### src/rtl/cmac_rate_watchdog.sv
// Rate watchdog behind the CMAC window meter: min/max/moving-average statistics
// plus a hysteresis FSM that flags sustained link starvation.
module cmac_rate_watchdog #(
    parameter int unsigned RATE_WIDTH    = 32,
    parameter int unsigned AVG_LOG2      = 3,
    parameter int unsigned FAIL_COUNT    = 3,
    parameter int unsigned RECOVER_COUNT = 2
) (
    input  logic                  clk,
    input  logic                  rst_n,
    input  logic [RATE_WIDTH-1:0] rate_in,
    input  logic                  rate_valid,
    input  logic [RATE_WIDTH-1:0] thresh_low,
    input  logic                  stats_clear,
    output logic [RATE_WIDTH-1:0] rate_min,
    output logic [RATE_WIDTH-1:0] rate_max,
    output logic [RATE_WIDTH-1:0] rate_avg,
    output logic                  avg_valid,
    output logic [31:0]           sample_cnt,
    output logic [1:0]            state,
    output logic                  alarm,
    output logic                  alarm_rise
);

    localparam int unsigned Depth  = 2 ** AVG_LOG2;
    localparam int unsigned SumW   = RATE_WIDTH + AVG_LOG2;
    localparam int unsigned FillW  = AVG_LOG2 + 1;
    localparam int unsigned MaxRun = (FAIL_COUNT > RECOVER_COUNT) ? FAIL_COUNT : RECOVER_COUNT;
    localparam int unsigned RunW   = $clog2(MaxRun + 1);

    localparam logic [FillW-1:0] FillFull   = FillW'(Depth);
    localparam logic [RunW-1:0]  FailRun    = RunW'(FAIL_COUNT);
    localparam logic [RunW-1:0]  RecoverRun = RunW'(RECOVER_COUNT);

    typedef enum logic [1:0] {
        StIdle  = 2'd0,
        StOk    = 2'd1,
        StWarn  = 2'd2,
        StFault = 2'd3
    } state_e;

    logic [RATE_WIDTH-1:0] rate_min_q, rate_max_q, rate_avg_q;
    logic                  avg_valid_q;
    logic [31:0]           sample_cnt_q;
    logic [RATE_WIDTH-1:0] ring_q [Depth];
    logic [AVG_LOG2-1:0]   wp_q;
    logic [FillW-1:0]      fill_q;
    logic [SumW-1:0]       sum_q;

    state_e                state_q;
    logic [RunW-1:0]       bad_run_q, good_run_q;
    logic                  alarm_q, alarm_rise_q;

    logic [RATE_WIDTH-1:0] base_min, base_max, evicted;
    logic [31:0]           base_cnt;
    logic [SumW-1:0]       base_sum, sum_d;
    logic [FillW-1:0]      base_fill, fill_d;
    logic [AVG_LOG2-1:0]   base_wp;
    logic                  is_bad;

    // A coincident clear is applied first, so the sample lands on an empty history.
    always_comb begin
        base_min  = stats_clear ? '1 : rate_min_q;
        base_max  = stats_clear ? '0 : rate_max_q;
        base_cnt  = stats_clear ? '0 : sample_cnt_q;
        base_sum  = stats_clear ? '0 : sum_q;
        base_fill = stats_clear ? '0 : fill_q;
        base_wp   = stats_clear ? '0 : wp_q;
        evicted   = stats_clear ? '0 : ring_q[wp_q];
        sum_d     = base_sum - SumW'(evicted) + SumW'(rate_in);
        fill_d    = (base_fill == FillFull) ? base_fill : base_fill + FillW'(1);
        is_bad    = rate_in < thresh_low;
    end

    always_ff @(posedge clk) begin
        if (!rst_n || stats_clear) begin
            rate_min_q   <= '1;
            rate_max_q   <= '0;
            rate_avg_q   <= '0;
            avg_valid_q  <= 1'b0;
            sample_cnt_q <= '0;
            wp_q         <= '0;
            fill_q       <= '0;
            sum_q        <= '0;
            for (int i = 0; i < Depth; i++) begin
                ring_q[i] <= '0;
            end
        end
        if (rst_n && rate_valid) begin
            rate_min_q      <= (rate_in < base_min) ? rate_in : base_min;
            rate_max_q      <= (rate_in > base_max) ? rate_in : base_max;
            sample_cnt_q    <= (base_cnt == '1) ? base_cnt : base_cnt + 32'd1;
            sum_q           <= sum_d;
            ring_q[base_wp] <= rate_in;
            wp_q            <= base_wp + AVG_LOG2'(1);
            fill_q          <= fill_d;
            if (fill_d == FillFull) begin
                rate_avg_q  <= RATE_WIDTH'(sum_d >> AVG_LOG2);
                avg_valid_q <= 1'b1;
            end else begin
                rate_avg_q  <= '0;
                avg_valid_q <= 1'b0;
            end
        end
    end

    always_ff @(posedge clk) begin
        if (!rst_n) begin
            state_q      <= StIdle;
            bad_run_q    <= '0;
            good_run_q   <= '0;
            alarm_q      <= 1'b0;
            alarm_rise_q <= 1'b0;
        end else begin
            alarm_rise_q <= 1'b0;
            if (rate_valid) begin
                unique case (state_q)
                    StIdle, StOk: begin
                        if (is_bad) begin
                            bad_run_q <= RunW'(1);
                            if (FAIL_COUNT == 1) begin
                                state_q      <= StFault;
                                alarm_q      <= 1'b1;
                                alarm_rise_q <= 1'b1;
                            end else begin
                                state_q <= StWarn;
                            end
                        end else begin
                            state_q <= StOk;
                        end
                    end
                    StWarn: begin
                        if (!is_bad) begin
                            state_q   <= StOk;
                            bad_run_q <= '0;
                        end else if (bad_run_q + RunW'(1) == FailRun) begin
                            state_q      <= StFault;
                            bad_run_q    <= '0;
                            alarm_q      <= 1'b1;
                            alarm_rise_q <= 1'b1;
                        end else begin
                            bad_run_q <= bad_run_q + RunW'(1);
                        end
                    end
                    StFault: begin
                        // Any bad window restarts the recovery count.
                        if (is_bad) begin
                            good_run_q <= '0;
                        end else if (good_run_q + RunW'(1) == RecoverRun) begin
                            state_q    <= StOk;
                            good_run_q <= '0;
                            alarm_q    <= 1'b0;
                        end else begin
                            good_run_q <= good_run_q + RunW'(1);
                        end
                    end
                    default: state_q <= StIdle;
                endcase
            end
        end
    end

    assign rate_min   = rate_min_q;
    assign rate_max   = rate_max_q;
    assign rate_avg   = rate_avg_q;
    assign avg_valid  = avg_valid_q;
    assign sample_cnt = sample_cnt_q;
    assign state      = state_q;
    assign alarm      = alarm_q;
    assign alarm_rise = alarm_rise_q;

endmodule
### config.mk
export PLATFORM = sky130hd
export DESIGN_NAME = cmac_rate_watchdog
export DESIGN_NICKNAME = d
export VERILOG_FILES = /design/src/rtl/cmac_rate_watchdog.sv
export SDC_FILE = /design/constraint.sdc
export NUM_CORES = 1
export LEC_CHECK = 0
export CAP_MARGIN = 25
export CORE_MARGIN = 2
export CORE_UTILIZATION = 45
export CTS_BUF_LIST = sky130_fd_sc_hd__clkbuf_16
export DETAILED_ROUTE_END_ITERATION = 7
export GPL_ROUTABILITY_DRIVEN = 0
export SLEW_MARGIN = 25
export SYNTH_ARGS = -nofsm -noshare
export SYNTH_HDL_FRONTEND = slang
export SYNTH_SLANG_ARGS = --single-unit
### constraint.sdc
create_clock -name clk -period 12.92 [get_ports clk]
set_input_delay 3.876 -clock clk [delete_from_list [all_inputs] [get_ports clk]]
set_output_delay 3.876 -clock clk [all_outputs]
set_load 0.02 [all_outputs]
# After elaboration in Yosys (flattened, before gate mapping)
# Memory sizes are Yosys's and may differ from the RTL's. A register that Yosys moved wholly into a read port is not among the register bits.
# Index checks and enable logic that the tools add are counted.
classes:
  n_addsub: 7
  magnitude_cmp: 3
  eq_ne: 14
  mux: 50
  reduce_logical: 13
ops:
  columns: ["op", "n"]
  rows:
  - ["$mux W32", 14]
  - ["$mux W35", 3]
  - ["$lt A32 B32 Y1", 2]
  - ["$add A35 B32 Y35", 1]
  - ["$sub A35 B32 Y35", 1]
  - ["$add A32 B1 Y32 const B", 1]
  - ["$eq A32 B32 Y1 const B", 1]
  - ["$gt A32 B32 Y1", 1]
  - ["$mux W2", 10]
  - ["$mux W4", 4]
  - ["$mux W1", 12]
  - ["$mux W3", 4]
  - ["$ne A2 B2 Y1 const B", 5]
  - ["$eq A2 B2 Y1 const B", 4]
  - ["$eq A4 B4 Y1 const B", 2]
  - ["$reduce_and A4 Y1", 2]
  - ["$pmux W2 S3", 1]
  - ["$reduce_and A6 Y1", 1]
  - ["$reduce_bool A2 Y1", 3]
  - ["$add A2 B1 Y2 const B", 2]
  - ["$add A4 B1 Y4 const B", 1]
  - ["$pmux W2 S2", 1]
  - ["$add A3 B1 Y3 const B", 1]
  - ["$ne A3 B3 Y1 const B", 1]
  - ["other kinds (9)", 9]
word_totals:
  ff_bits: 179
  mem_bits_rw: 256
  out_inout_bits: 133
  elab_cells: 101
  memories: 1
memory_table:
  columns: ["name", "words", "width", "read_ports", "rd_ports_with_merged_regs", "write_ports", "line", "text"]
  rows:
  - ["ring_q", 8, 32, 1, 1, 9, "45", "logic [RATE_WIDTH-1:0] ring_q [Depth];"]

# Longest topological paths before layout
logic_depth:
  ltp_word: 6
  depth_mapped: 19

# Worst setup path before layout
# OpenSTA, ideal clock, no wires.
synth_path:
  path_kind: "input port to flip-flop"
  from: "input port stats_clear"
  to: "register avg_valid_q (netlist: avg_valid), enable pin"
  setup_time_ns: 0.523
  arrival_ns: 8.002
  required_time_ns: 12.397
  path_slack_ns: 4.394
  cell_stages: 6
  path_buffers: 3
  cell_sequence: "buf_2 -> clkbuf_1 -> nor2b_1 -> clkbuf_1 -> nor2b_1 -> inv_1"
synth_via:
  elab_chain_len: 2
synth_rtl:
  columns: ["element", "line", "text"]
  rows:
  - ["start, declared", "14", "input logic stats_clear,"]
  - ["$logic_or A1 B1 Y1", "76", "if (!rst_n || stats_clear) begin"]
  - ["$reduce_bool A2 Y1 (no line)", null, null]
  - ["end signal, assigned", "80", "avg_valid_q <= 1'b0;"]
  - ["end signal, assigned", "99", "avg_valid_q <= 1'b1;"]
  - ["end signal, assigned", "102", "avg_valid_q <= 1'b0;"]
  - ["end, declared", "43", "logic avg_valid_q;"]
# No other way between the ends.
# A chain may end at the register's enable or synchronous reset.

# Worst setup path in the final report
layout_path:
  from: "input port rate_in[1]"
  to: "register sum_q[32] (data pin)"
layout_via:
  elab_chain_len: 2
layout_rtl:
  columns: ["element", "line", "text"]
  rows:
  - ["start, declared", "11", "input logic [RATE_WIDTH-1:0] rate_in,"]
  - ["$add A35 B32 Y35", "70", "sum_d = base_sum - SumW'(evicted) + SumW'(rate_in);"]
  - ["$mux W35", "89", "if (rst_n && rate_valid) begin"]
  - ["end signal, assigned", "93", "sum_q <= sum_d;"]
  - ["end, declared", "48", "logic [SumW-1:0] sum_q;"]
# No other way between the ends.

==> flow_summary.toml <==
[final_layout]
num_antenna_cells = 0
drive_above_1_share = 0.0954
final_nets = 2521
fin_cells = 3076
final_core_util = 0.536
area_delta_synth_final_pct = 18.1
design_area_um2 = 29500

[drt]
post_drt_wl_per_cell_um = 23.2
drc = 0
totalWireLength_um = 71300
ant_nets = 0
num_vias = 17900
drtIter0Drc = 1563
routed_via_density = 5.82
first_pass_iters = 5

[sta]
setup_ws_ns = 4.96
maxSlewViolCount = 0
worst_slew_pin_slew_ns = 1.03
setup_viol = 0
fin_skew_ns = 0.0230
fmax_ghz = 0.126
max_slew_margin = 0.317
rsz0062_at_grt = "false"
setup_tns_ns = 0
whs_ns = 0.502
min_period_ns = 7.96
timing_hold_violations_final = 0
fin_crit_sh = 0.616

[global_routing]
grt_max_degree = 97
grt_antenna_before_repair = 2
first_global_vias = 18400
grt-ovfl-total = 0
grt_pass1_wl_um = 110000
track_usage = 0.252

[setup_path]
crit_chain = "clkdlybuf4s50_1 -> inv_1 -> fa_1 -> inv_1 -> fa_1 -> a211oi_1 -> nor2_1 -> o211ai_1 -> o21bai_2 -> a31oi_2 -> o31ai_1 -> o41ai_2 -> xor2_1 -> nor2_1"
r2r_slack_ns = 7.21
ff2ff_path_depth = 16
crit_slowest_cell = "clkdlybuf4s50_1"
critPathMaxStageDelay_ns = 0.78
critPathKind = "input port to flop"
critPathBufInv = 3
arrival_ns = 8.26
start_kind = "input port"
critPathCaptureType = "flop"
worstReg2RegEnd = "sum_q[32]"
crit_fanout = 9
cpLargestDelayFamily = "compound AO/OA/AOI/OAI gates"
cp.required_ns = 13.23

[clock_tree]
cts_buffer_depth = 3
post_cts.repair.setup_buffers = 0
cts_resized = 0
cts_max_level = 2
cts_tree = "built"
hold_buffers = 0
worstSkewPairLatency_ns = 0.60
cts-root-buf = "clkbuf_16"
cts_buffers = 49
clock-sinks = 438
clk_pin_slew_ns = 0.06

[power]
switching_share = 0.292
seqPwrFrac = 0.429
power_mw = 3.96
p_int_mw = 2.80
power.density_nw_per_um2 = 134
switchingPower_mw = 1.16
comb_power_share = 0.211
ir_drop_mv = 0.0993
p_leak_nw = 11.6
pwr-share-clk = 0.360

[placed_design]
placed_cell_area_um2 = 27800
dpl_worst_slack_ns = 4.44
dp_hpwl_um = 45600
numPortBuffers = 200
dp.cells = 2984

[worst_hold_path]
min_delay_path_depth = 2
hold_end = "bad_run_q[0]"
hp-start = "bad_run_q[0]"
hp-class = "flop to flop"

[synth]
synth.area.top_cells = "edfxtp_1 (51%), ha_1 (6.7%), mux4_2 (5.8%)"
synth_ff_type = "edfxtp_1"
synthesis.area_um2 = 25000
ys_ff_latch = 438
ys_warn_count = 0
synth_cell_types = 70
netlist_instances = 2132
synth_top_area_frac = 0.514
yosysTopAreaCell = "edfxtp_1"
synth-async-reset-ratio = 0
avgSynthCellArea_um2 = 11.7
synth_most_common_cell = "edfxtp_1"
synth_nets = 2365
synth_edf_count = 427
synth_common_cells = "edfxtp_1 (427), nor2_1 (211), inv_1 (142)"
ys_seq_area_frac = 0.522

[floorplanning]
coreArea_um2 = 55000
fp.dieW_um = 240
num_rows = 86
start_util = 0.454
ios = 201
fp.dieH_um = 240
die_area_um2 = 57400

[run]
maxCapViolCount = 0

[status]
status = "complete, no violations"
-- registers in the layout (all words and copies together) (netlist names), named ones only --
register	count
good_run_q	2
wp_q	3
avg_valid	1
rate_max	32
alarm_rise	1
sample_cnt	32
alarm	1
fill_q	4
rate_avg	32
bad_run_q	2
rate_min	32
state	2
sum_q	35
ring_q	256
-- cell type report --
type	count	area (um2)
clock buffer	51	1280
tap	748	936
clock inverter	40	342
timing repair buffer	247	2380
inverter	143	542
sequential	438	13000
fill	4794	25500
multi-input combinational	1409	11000
-- layout by cell type, fill, tap and decap left out, types with 42 or more instances in the layout --
master,synthesis,layout
a21oi_1,66,66
and2_1,66,66
and3_1,49,47
buf_4,3,42
clkbuf_16,0,51
clkdlybuf4s50_1,0,199
edfxtp_1,427,427
ha_1,133,133
inv_1,142,152
mux2i_1,64,64
mux4_2,64,64
nand2_1,58,55
nand2b_1,82,80
nand3_1,56,56
nor2_1,211,211
nor3_1,103,103
nor4_1,97,97
o21ai_0,46,44
-- cell families after synthesis --
family,after synthesis,share of synthesized area
DFF,438,0.522
and+or+nand+nor,804,0.170
xor gates and xnor gates,61,0.0214
buffers and inverters,285,0.0436
adders and majority gates,165,0.0923
muxes,128,0.0834
AOI/OAI and AO/OA,251,0.0665
-- worst reg2reg max path, cell delays in order, from the launching register on --
cell and delay (ns):
dfxtp_4 0.64, buf_6 0.63, mux4_2 0.63, mux2i_1 0.16, nor2_1 0.08, fa_1 0.53
inv_1 0.08, fa_1 0.49, a211oi_1 0.26, nor2_1 0.11, o211ai_1 0.44, o21bai_2 0.22
a31oi_2 0.39, o31ai_1 0.23, o41ai_2 0.26, xor2_1 0.23, nor2_1 0.06
-- how the worst max path moves through the flow --
stage               depth (start not counted)  slack (ns)      endpoint         from
floorplan                                   6        4.39     avg_valid  stats_clear
global placement                           14        4.54  rate_avg[29]   rate_in[1]
detailed placement                         14        4.44     sum_q[32]   rate_in[1]
CTS                                        14        5.05     sum_q[32]   rate_in[1]
global route                               14        4.73     sum_q[32]   rate_in[1]
finish                                     14        4.96     sum_q[32]   rate_in[1]
-- power groups by stage --
stage / logic [mW] / registers (mW) / clock network (mW)
global placement: 0.821 / 1.73 / 0
detailed placement: 0.830 / 1.73 / 0
finish: 0.836 / 1.70 / 1.42
global route: 0.914 / 1.71 / 1.50
CTS: 0.838 / 1.70 / 1.45
floorplan: 0.522 / 1.74 / 0
-- per-layer routing --
| layer | wire length [um] | vias up | GRT usage | part of all wire |
|---|---|---|---|---|
| met5 | 0 | - | 0 | 0 |
| met4 | 2130 | 0 | 0.0850 | 0.030 |
| met3 | 4720 | 115 | 0.0481 | 0.066 |
| met2 | 34200 | 601 | 0.412 | 0.48 |
| met1 | 30300 | 8987 | 0.338 | 0.42 |
| li1 | - | 8192 | - | - |
Note: power is estimated with default switching activity, not from simulation.
